$ cat src/rtl/instr_decode_stage.sv
// rtl/instr_decode_stage.sv - decode stage: splits fields, assembles two-word LDI, drives do_swap (optional DECODE_STATS_EN counters)
module instr_decode_stage #(
    parameter int IW   = 9,
    parameter int RW   = 2,
    parameter int IMMW = 9
) (
    input  logic            clk,
    input  logic            reset,
    input  logic            flush,
    input  logic            in_valid,
    output logic            in_ready,
    input  logic [IW-1:0]   in_instr,
    output logic            out_valid,
    input  logic            out_ready,
    output logic [2:0]      out_op,
    output logic [RW-1:0]   out_reg1,
    output logic [RW-1:0]   out_reg2,
    output logic [1:0]      out_func,
    output logic [IMMW-1:0] out_imm,
    output logic            out_is_ldi,
    output logic            do_swap
`ifdef DECODE_STATS_EN
    ,
    output logic [15:0]     stat_ops,
    output logic [15:0]     stat_swaps
`endif
);

    localparam logic [2:0] OP_LDI  = 3'b110;
    localparam logic [2:0] OP_SWAP = 3'b111;

    typedef enum logic {S_OP, S_IMM} state_t;

    state_t          state, state_next;
    logic [RW-1:0]   hdr_reg1, hdr_reg2;
    logic [1:0]      hdr_func;

    logic [2:0]      in_op;
    logic            accept, fire, fire_q, load, hdr_capture;

    assign in_op    = in_instr[IW-1:IW-3];
    assign in_ready = !flush && (!out_valid || out_ready);
    assign accept   = in_valid && in_ready;
    assign fire     = out_valid && out_ready;
    // a flushed cycle retires nothing, so neither the strobe nor the counters see it
    assign fire_q   = fire && !flush;
    assign do_swap  = fire_q && (out_op == OP_SWAP);

    assign load        = accept && ((state == S_IMM) || (in_op != OP_LDI));
    assign hdr_capture = accept && (state == S_OP) && (in_op == OP_LDI);

    always_comb begin
        state_next = state;
        case (state)
            S_OP:    if (hdr_capture) state_next = S_IMM;
            S_IMM:   if (accept)      state_next = S_OP;
            default:                  state_next = S_OP;
        endcase
    end

    always_ff @(posedge clk) begin
        if (!reset || flush) begin
            state <= S_OP;
        end else begin
            state <= state_next;
        end
    end

    always_ff @(posedge clk) begin
        if (!reset || flush) begin
            hdr_reg1 <= '0;
            hdr_reg2 <= '0;
            hdr_func <= '0;
        end else if (hdr_capture) begin
            hdr_reg1 <= in_instr[5:4];
            hdr_reg2 <= in_instr[3:2];
            hdr_func <= in_instr[1:0];
        end
    end

    always_ff @(posedge clk) begin
        if (!reset) begin
            out_valid  <= 1'b0;
            out_op     <= '0;
            out_reg1   <= '0;
            out_reg2   <= '0;
            out_func   <= '0;
            out_imm    <= '0;
            out_is_ldi <= 1'b0;
        end else if (flush) begin
            out_valid <= 1'b0;
        end else if (load) begin
            out_valid <= 1'b1;
            if (state == S_IMM) begin
                out_op     <= OP_LDI;
                out_reg1   <= hdr_reg1;
                out_reg2   <= hdr_reg2;
                out_func   <= hdr_func;
                out_imm    <= in_instr;
                out_is_ldi <= 1'b1;
            end else begin
                out_op     <= in_op;
                out_reg1   <= in_instr[5:4];
                out_reg2   <= in_instr[3:2];
                out_func   <= in_instr[1:0];
                out_imm    <= '0;
                out_is_ldi <= 1'b0;
            end
        end else if (fire) begin
            out_valid <= 1'b0;
        end
    end

`ifdef DECODE_STATS_EN
    always_ff @(posedge clk) begin
        if (!reset) begin
            stat_ops   <= '0;
            stat_swaps <= '0;
        end else begin
            if (fire_q && stat_ops != 16'hFFFF)
                stat_ops <= stat_ops + 16'd1;
            if (do_swap && stat_swaps != 16'hFFFF)
                stat_swaps <= stat_swaps + 16'd1;
        end
    end
`endif

endmodule

$ cat config.mk
export PLATFORM = sky130hd
export DESIGN_NAME = instr_decode_stage
export DESIGN_NICKNAME = d
export VERILOG_FILES = /design/src/rtl/instr_decode_stage.sv
export SDC_FILE = /design/constraint.sdc
export NUM_CORES = 1
export LEC_CHECK = 0
export CORE_MARGIN = 3
export CORE_UTILIZATION = 46
export DETAILED_ROUTE_END_ITERATION = 10
export PLACE_DENSITY = 0.89
export REMOVE_ABC_BUFFERS = 1
export SETUP_SLACK_MARGIN = 0.3
export SYNTH_ARGS = -nofsm -noshare
export SYNTH_HDL_FRONTEND = slang
export SYNTH_SLANG_ARGS = --single-unit
$ cat constraint.sdc
create_clock -name clk -period 1.5 [get_ports clk]
set_clock_uncertainty 0.15 [all_clocks]
set_input_delay 0.3 -clock clk [delete_from_list [all_inputs] [get_ports clk]]
set_output_delay 0.3 -clock clk [all_outputs]
set_load 0.01 [all_outputs]
Yosys cells after proc, flatten, opt, wreduce, memory -nomap -nowiden
Cells that the tools add are included.
{ "classes": {"reduce_logical": 17, "eq_ne": 3, "n_mux": 11, "bitwise_logic": 3} }
{ "op_table": {"columns": ["operator", "n"], "rows": [
  ["$mux 9", 1],
  ["$logic_and 1x1->1", 8],
  ["$eq 3x3->1 const B", 2],
  ["$mux 2", 3],
  ["$mux 1", 5],
  ["$logic_not 1->1", 3],
  ["$logic_or 1x1->1", 3],
  ["$mux 3", 1],
  ["$ne 3x3->1 const B", 1],
  ["$not 1->1", 3],
  ["$pmux 1 s2", 1],
  ["$reduce_and 2->1", 1],
  ["$reduce_bool 2->1", 1],
  ["$reduce_or 2->1", 1]
]} }
{ "totals": {"input_bits": 14, "output_inout_bits": 22, "regBits": 27} }

Depth between registers and ports, before layout
{ "depth": {"depth_word": 8, "mapped_depth": 4, "ltp_nobuf": 3} }

Worst setup path before layout
No wires, ideal clock.
{ "synth_path": {"path_kind": "flip-flop to flip-flop", "start": "reg out_valid", "end": "reg out_op[1]", "setup_ps": 119, "n_path_buf": 0, "required_ps": 1231, "arrival_ps": 1057, "setup_slack_ps": 174, "stages_incl_launch_ff": 4, "path_cell_list": "dfxtp_1 > nor2b_4 > or3_1 > o221a_1"} }
{ "synth_via": {"elab_chain_len": 6} }
{ "synth_rtl": {"columns": ["element", "line", "rtl"], "rows": [
  ["start, declared", "13", "output logic out_valid,"],
  ["start signal, assigned", "83", "out_valid <= 1'b0;"],
  ["start signal, assigned", "91", "out_valid <= 1'b0;"],
  ["start signal, assigned", "93", "out_valid <= 1'b1;"],
  ["$logic_not 1->1", "42", "assign in_ready = !flush && (!out_valid || out_ready);"],
  ["$logic_or 1x1->1", "42", null],
  ["$logic_and 1x1->1", "42", null],
  ["$logic_and 1x1->1", "43", "assign accept = in_valid && in_ready;"],
  ["$logic_and 1x1->1", "49", "assign load = accept && ((state == S_IMM) || (in_op != OP_LDI));"],
  ["$reduce_and 2->1 (no line)", null, null],
  ["end signal, assigned", "102", "out_op <= in_op;"],
  ["end, declared", "15", "output logic [2:0] out_op,"]
]} }
No other way between the ends.
A chain may end at the register's enable or synchronous reset.

Worst setup path after layout
{ "layout_path": {"start": "reg out_valid", "end": "out do_swap"} }
{ "layout_via": {"elab_chain_len": 3} }
{ "layout_rtl": {"columns": ["element", "line", "rtl"], "rows": [
  ["$logic_and 1x1->1", "44", "assign fire = out_valid && out_ready;"],
  ["$logic_and 1x1->1", "46", "assign fire_q = fire && !flush;"],
  ["$logic_and 1x1->1", "47", "assign do_swap = fire_q && (out_op == OP_SWAP);"],
  ["end, declared", "21", "output logic do_swap"]
]} }
No other way between the ends.

==> results.json <==
{
  "status": "finished, violations left",
  "violations": "negative setup slack",
  "syn_inst": 126,
  "antenna_cells": 0,
  "synth_warnings": 0,
  "setup_viol_count_final": 16,
  "period_share": 1.095,
  "clock_path_buffers": 2,
  "synth_edf_count": 0,
  "path_class": "flip-flop to output port",
  "vias": 1234,
  "setup_ws_ps": -141.8,
  "wire_per_inst_um": 17.35,
  "final_core_util": 0.7872,
  "synth_top_area_frac": 0.4346,
  "yosysUniqueCellTypes": 26,
  "cts_root_buf": "clkbuf_4",
  "synth_ff_type": "dfxtp_1",
  "rsz0062_at_grt": "yes",
  "dp_hpwl_um": 2424,
  "syn_to_final_growth_pct": 59.66,
  "remaining_drc_errors": 0,
  "drt_wl_total_um": 3817,
  "synthArstFlopShare": 0,
  "cts_sinks": 27,
  "die_w_um": 58.00,
  "holdBufCountCts": 0,
  "yosysSeqAreaShare": 0.4346,
  "final_common_cell": "buf_6",
  "layout_min_cycle_time_ps": 1642,
  "power_density_nw_per_um2": 674.0,
  "die_h_um": 58.00,
  "grt_pass1_vias": 1311,
  "worst-path-max-fanout": 2,
  "ant_nets": 0,
  "die-area_um2": 3363,
  "final_cell_mix": "31 x buf_6, 25 x nand2_1, 24 x buf_4",
  "netlist_area_um2": 1244,
  "fin_total_pwr_w": 0.001338,
  "start_util": 0.4931,
  "worstSkewPairLatency_ps": 320,
  "gr-total-overflow": 0,
  "hold_viol": 0,
  "synth_seq_cells": 27,
  "slew_violations": 0,
  "numCtsBuffers": 3,
  "dr.first_iter.drc_count": 24,
  "grt_max_degree": 22,
  "gp_congestion": 0.8243,
  "grt_pass1_wl_um": 6009,
  "worstSetupStartpointType": "flip-flop",
  "synth_area_leaders": "dfxtp_1 43%, mux2i_1 17%, nand2_1 7.5%",
  "clk_pin_slew_ps": 150,
  "antenna_found_initial": 0,
  "io_buffers": 35,
  "htreeDepth": 1,
  "rows": 18,
  "final_nets": 205,
  "required_ps": 1050,
  "avgSynthCellArea_um2": 9.871,
  "min_path_type": "flip-flop to flip-flop",
  "fmax_mhz": 609.1,
  "boundaryPins": 36,
  "worstPathArrival_ps": 1190,
  "placedCellCount": 202,
  "fin_cells": 220,
  "worst_pin_slew_ps": 242.4,
  "drive_above_1_share": 0.4947,
  "drt-pass1-iter-count": 4,
  "cts_tree": "built",
  "peakVddDrop_mv": 0.5154,
  "vias_per_cell": 5.609,
  "coreArea_um2": 2522,
  "grt_use_total": 0.2314,
  "p_leak_nw": 0.8825,
  "yosys.area.top_type": "dfxtp_1",
  "maxCapViolations": 0,
  "slew_headroom": 0.8379,
  "crit_path_end_kind": "output port"
}
-- worst max-delay path, stage by stage, from the launching register on --
cell and delay (ps):
dfxtp_2 370, nand4_1 130, nor3b_2 200, buf_2 170
-- worst paths after layout --
path | slack, ps | start | end | cells past startpoint
max | -140 | out_valid | do_swap | 3
min | 330 | hdr_func[0] | hdr_func[0] | 2
max reg2reg | -50 | out_valid | out_imm[8] | 6
min reg2reg | 330 | hdr_func[0] | hdr_func[0] | 2
-- sequential cells by signal, summed over array words and instances, names as in the netlist --
register and cells:
hdr_func 2, out_reg1 2, out_valid 1, hdr_reg2 2, out_op 3, out_func 2, state 1, hdr_reg1 2
out_imm 9, out_is_ldi 1, out_reg2 2
-- layer usage --
metal / share of wire / wire, µm / global-route usage
met4: 0.0055 / 21 / 0.1060
met1: 0.39 / 1501 / 0.2701
met3: 0.052 / 198 / 0.03563
met5: 0 / 0 / 0
met2: 0.55 / 2095 / 0.4129
-- layout make-up --
class,count,area [µm²]
tap,30,37.54
fill,168,536.8
sequential,27,569.3
clock buffer,4,26.28
timing repair buffer,70,661.9
multi-input combinational,89,690.7
-- cell usage after synthesis, types with 2 or more instances --
cell and number:
o211a_1 6, nand2_1 25, mux2i_1 21, o22ai_1 2, nand3_1 9, o221a_1 2
buf_2 5, nand2b_1 2, clkbuf_1 3, nand4_1 7, buf_6 2, nor2b_1 2
dfxtp_1 27
-- power breakdown --
part           internal [W]  switching (W)  total (W)
Sequential         0.000737      0.0000129   0.000750
Clock              0.000104       0.000212   0.000316
Combinational      0.000153       0.000120   0.000273
Total              0.000994       0.000344    0.00134
-- cells by family (layout without fill, tap and decap cells) --
group / after synthesis / after routing / synth area share
compound gates: 13 / 13 / 0.09054
flops: 27 / 27 / 0.4346
buf+inv: 10 / 74 / 0.04728
mux: 21 / 21 / 0.1690
simple gates: 55 / 55 / 0.2586
-- repair_timing --
item	4_1_cts	5_1_grt
endpoints found under the setup margin	49	49
gates cloned	1	0
gates resized for setup	153	6
setup buffers	6	7
pin swaps	7	2
-- through the flow --
| step | setup TNS (ps) | cell area, µm² | hold slack [ps] | worst slack (ps) |
|---|---|---|---|---|
| after floorplan | -9125 | 1185 | 279.2 | -495.8 |
| after global placement | -9512 | 1730 | 293.6 | -487.0 |
| after detailed placement | -11760 | 1730 | 303.9 | -629.6 |
| after CTS | -673.6 | 1906 | 330.1 | -155.1 |
| after global routing | -1318 | 1986 | 350.5 | -203.9 |
| final | -379.0 | 1986 | 330.8 | -141.8 |
Power figures use the tool's default switching activity.
